--- config.mk ---
export PLATFORM = sky130hd
export DESIGN_NAME = seq_tx_101101
export DESIGN_NICKNAME = d
export VERILOG_FILES = /design/src/rtl/seq_tx_101101.sv
export SDC_FILE = /design/constraint.sdc
export NUM_CORES = 1
export LEC_CHECK = 0
export ABC_AREA = 1
export ABC_CLOCK_PERIOD_IN_PS = 1600
export BUFFER_PORTS_ARGS = -buffer_cell sky130_fd_sc_hd__buf_2
export CORE_MARGIN = 2
export CORE_UTILIZATION = 56
export DETAILED_ROUTE_END_ITERATION = 12
export GPL_TIMING_DRIVEN = 1
export PLACE_DENSITY = 0.79
export SLEW_MARGIN = 20
export SYNTH_ARGS = -nofsm -noshare
export SYNTH_HDL_FRONTEND = slang
export SYNTH_SLANG_ARGS = --single-unit
--- constraint.sdc ---
create_clock -name clk -period 1.6 [get_ports clk]
set_input_delay 0.24 -clock clk [delete_from_list [all_inputs] [get_ports clk]]
set_output_delay 0.24 -clock clk [all_outputs]
set_load 0.02 [all_outputs]
--- src/rtl/seq_tx_101101.sv ---
// seq_tx_101101: frames a parallel payload as a serial bit stream.
// Each frame is the sync word (MSB first), then the payload (MSB first),
// then an optional even-parity bit.
// Bits advance only on bit_en strobes. abort or rst_n drop the frame in flight.
//
// state   | meaning
// --------+--------------------------------------------------
// ST_IDLE | line held at 0, waiting for a payload handshake
// ST_SYNC | shifting out the sync word, cnt_q = bit index
// ST_DATA | shifting out the payload MSB first, cnt_q = bits left - 1
// ST_PAR  | sending the even-parity bit of the latched payload
module seq_tx_101101 #(
  parameter int                SYNC_W    = 6,
  parameter logic [SYNC_W-1:0] SYNC      = 6'b101101,
  parameter int                DATA_W    = 8,
  parameter bit                PARITY_EN = 1'b1
) (
  input  logic              clk,
  input  logic              rst_n,
  input  logic              in_valid,
  input  logic [DATA_W-1:0] in_data,
  output logic              in_ready,
  input  logic              bit_en,
  input  logic              abort,
  output logic              tx_out,
  output logic              tx_active,
  output logic              frame_done
);

  localparam int CNT_MAX = (SYNC_W > DATA_W) ? SYNC_W : DATA_W;
  localparam int CNT_W   = (CNT_MAX > 1) ? $clog2(CNT_MAX) : 1;
  localparam logic [CNT_W-1:0] SYNC_LAST = CNT_W'(SYNC_W - 1);
  localparam logic [CNT_W-1:0] DATA_LAST = CNT_W'(DATA_W - 1);

  typedef enum logic [1:0] {
    ST_IDLE = 2'd0,
    ST_SYNC = 2'd1,
    ST_DATA = 2'd2,
    ST_PAR  = 2'd3
  } state_t;

  state_t            state_q, state_d;
  logic [CNT_W-1:0]  cnt_q, cnt_d;
  logic [DATA_W-1:0] sr_q, sr_d;
  logic              par_q, par_d;
  logic              frame_done_q, frame_done_d;
  logic [SYNC_W-1:0] sync_sh;

  // The parity bit is computed once at acceptance, because the shift
  // register no longer holds the whole payload by the time it is sent.

  assign in_ready   = (state_q == ST_IDLE) && !abort;
  assign tx_active  = (state_q != ST_IDLE);
  assign frame_done = frame_done_q;
  assign sync_sh    = SYNC >> cnt_q;

  // Serial output selected from the registered state only.
  always_comb begin
    tx_out = 1'b0;
    case (state_q)
      ST_IDLE: tx_out = 1'b0;
      ST_SYNC: tx_out = sync_sh[0];
      ST_DATA: tx_out = sr_q[DATA_W-1];
      ST_PAR:  tx_out = par_q;
      default: tx_out = 1'b0;
    endcase
  end

  // Next-state and datapath update. abort overrides bit_en and the handshake.
  always_comb begin
    state_d      = state_q;
    cnt_d        = cnt_q;
    sr_d         = sr_q;
    par_d        = par_q;
    frame_done_d = 1'b0;
    if (abort) begin
      state_d = ST_IDLE;
      cnt_d   = '0;
    end else begin
      case (state_q)
        ST_IDLE: begin
          if (in_valid) begin
            sr_d    = in_data;
            par_d   = ^in_data;
            state_d = ST_SYNC;
            cnt_d   = SYNC_LAST;
          end
        end
        ST_SYNC: begin
          if (bit_en) begin
            if (cnt_q == '0) begin
              state_d = ST_DATA;
              cnt_d   = DATA_LAST;
            end else begin
              cnt_d = cnt_q - 1'b1;
            end
          end
        end
        ST_DATA: begin
          if (bit_en) begin
            sr_d = sr_q << 1;
            if (cnt_q == '0) begin
              if (PARITY_EN) begin
                state_d = ST_PAR;
              end else begin
                state_d      = ST_IDLE;
                frame_done_d = 1'b1;
              end
            end else begin
              cnt_d = cnt_q - 1'b1;
            end
          end
        end
        ST_PAR: begin
          if (bit_en) begin
            state_d      = ST_IDLE;
            frame_done_d = 1'b1;
          end
        end
        default: begin
          state_d = ST_IDLE;
          cnt_d   = '0;
        end
      endcase
    end
  end

  // State, counter, payload and done-pulse registers.
  always_ff @(posedge clk or negedge rst_n) begin
    if (!rst_n) begin
      state_q      <= ST_IDLE;
      cnt_q        <= '0;
      sr_q         <= '0;
      par_q        <= 1'b0;
      frame_done_q <= 1'b0;
    end else begin
      state_q      <= state_d;
      cnt_q        <= cnt_d;
      sr_q         <= sr_d;
      par_q        <= par_d;
      frame_done_q <= frame_done_d;
    end
  end

endmodule

==> flow_summary.toml <==
[cts]
clk_pin_slew_ns = 0.09
h-tree-depth = 1
cts_max_path_buffers = 2
cts_made_buffers = 3
clock-root-buffer = "clkbuf_4"
cts_tree = "done"
insertion_delay_ns = 0.29
clock_sinks = 15

[worst_setup_path]
arrival_ns = 1.46
start_kind = "register"
path_class = "register to primary output"
critical_path.max_fanout = 3
crit_start = "cnt_q[0]$_DFFE_PN0P_"
ff2ff_setup_slack_ns = 0.02
required_ns = 1.36
reg2reg_from = "cnt_q[0]$_DFFE_PN0P_"
end_kind = "primary output"

[sta]
timing.final.ws_setup_ns = -0.0991
fin_tns_setup_ns = -0.0991
finalCriticalPeriod_ns = 1.70
hold_viol = 0
max_slew.worst_pin.slew_ns = 0.321
slew_headroom_pct = 78.5
fmax_ghz = 0.589
skew_ns = 0.00104
setup_viol = 1
period_share_pct = 106
rsz0062_at_grt = "yes"
drv_slew = 0

[floorplan]
ios = 17
core_sq_um = 1940
fp.dieArea_sq_um = 2420
die_h_microns = 49.2
rows = 16
die_w_microns = 49.2
initial_core_util_pct = 59.0

[layout]
num_antenna_cells = 0
final_util_pct = 78.4
nNetsFinal = 220
layout_common_cells = "nand2_1 (49), nor2_1 (19), a21oi_1 (15)"
postLayoutCellArea_sq_um = 1520
area_growth_syn_to_layout_pct = 33.0
drive_gt1_share_pct = 33.3
layout_commonest_cell = "nand2_1"

[routing]
vias_per_cell = 5.57
routed_wl_mm = 3.25
drt_iter0_drc = 41
drt.antenna.violating_nets = 0
num_vias = 1253
wl_per_cell_microns = 14.5
first_pass_iters = 4
drc = 0

[yosys]
synth-seq-cells = 15
ys_warn_count = 0
yosys.cell_types.count = 21
synth_nets = 187
avgSynthCellArea_sq_um = 6.90
syn_inst = 166
ys_seq_area_share_pct = 32.8
netlist_area_sq_um = 1140

[placed_design]
dpl.hpwl_mm = 1.94
gp_congestion = 0.881
postPlaceCellArea_sq_um = 1250
io_buffers = 16
dpl_worst_slack_ns = -0.0326

[power_and_ir_drop]
p_per_area_nw_per_um2 = 1880
power_frac_seq_pct = 25.1
switching_power_mw = 1.39
p_int_mw = 1.47
combinationalPowerShare_pct = 67.3
swShare_pct = 48.5
irDropWorstVdd_mv = 0.948
p_leak_nw = 0.767
clkPwrFrac_pct = 7.7

[run_status]
status = "finished, violations left"
failed_checks = "negative setup slack"

[global_route]
grt_pass1_wl_mm = 4.72
overflow = 0
grt_pass1_vias = 1112
antenna_found_initial = 0
grt_max_degree = 16
grt_util_all_layers_pct = 25.3

[job]
cap_viol_max_count = 0

[min_path]
hold_path.class = "input port to register"
hp-start = "bit_en"
[cells in the mapped netlist]
cell       n  area, sq um
a21oi_1   16         80.1
inv_2      1         3.75
nand2_1   55          206
nand3_2    1         10.0
ha_1       8          100
o211ai_1   2         15.0
o21ai_0    2         10.0
buf_2      1         5.00
o21ai_2    2         17.5
dfrtp_1   15          375
nand3_1    8         40.0
nor2_1    23         86.3
a31oi_1    1         6.26
nand4_4    1         21.3
nor2_4     2         22.5
o31ai_1    1         7.51
nand2_4    1         11.3
buf_6      2         22.5
o21ai_1    3         15.0
xnor2_1    2         17.5
inv_1     19         71.3
[layer usage]
layer	wire length [microns]	GRT usage (%)
met5	0	0
met4	172	12.4
met3	161	0.920
met2	1710	49.1
met1	1210	27.6
[path summary, 6_finish.rpt]
path                       depth (start not counted)                endpoint
setup / recovery                                   5                  tx_out
hold / removal                                     3    frame_done$_DFF_PN0_
setup reg to reg                                  10  state_q[0]$_DFFE_PN0P_
hold reg to reg                                    2     sr_q[5]$_DFFE_PN0P_
max in group asynchronous                          2  state_q[0]$_DFFE_PN0P_
min in group asynchronous                          2    cnt_q[2]$_DFFE_PN0P_
[kinds of logic after synthesis]
kind of cell	count (synthesis)	share of synthesized area, %
adder cells (fa/ha/maj)	8	8.74
AND/OR/NAND/NOR	91	34.8
flip-flops	15	32.8
AO/OA/AOI/OAI	27	13.2
XOR/XNOR	2	1.53
buffers and inverters	23	8.96
[sequential cells by signal, indices dropped and copies added (netlist names)]
name / count
sr_q: 8
cnt_q: 3
state_q: 2
frame_done: 1
par_q: 1
[final cells by class]
cell class	instances	area (sq um)
timing repair buffer	30	208
multi-input combinational	129	798
inverter	20	80.1
clock buffer	4	26.3
sequential	15	377
tap	27	33.8
fill	133	419
[what timing repair did]
action,CTS,global route
hold buffers,1,0
hold endpoints to repair,15,0
setup buffers,8,4
resized for setup,22,19
setup endpoints to repair,11,14
pin swaps,5,9
gates cloned,0,1
[critical path, cell delays in order (launching register included)]
cell and delay (ns):
dfrtp_1 0.43, ha_2 0.20, nand2_1 0.07, o211ai_1 0.12, a31oi_2 0.19, buf_4 0.16
[metrics by stage]
stage	total power, mW	instances	hold WS [ns]
after floorplan	1.67	166	-0.0556
after global placement	1.86	207	0.152
after detailed placement	1.93	207	0.155
after CTS	2.44	220	0.219
after global routing	3.04	225	0.216
final	2.86	225	0.235
[power by group through the flow]
| stage | clock network (mW) | logic (mW) | registers, mW |
|---|---|---|---|
| 2_1_floorplan | 0 | 1.02 | 0.650 |
| 3_3_place_gp | 0 | 1.18 | 0.675 |
| 3_5_place_dp | 0 | 1.24 | 0.686 |
| 4_1_cts | 0.220 | 1.52 | 0.698 |
| 5_1_grt | 0.240 | 2.07 | 0.730 |
| 6_report | 0.220 | 1.92 | 0.716 |
No activity file was read; power rests on OpenSTA's default activity.
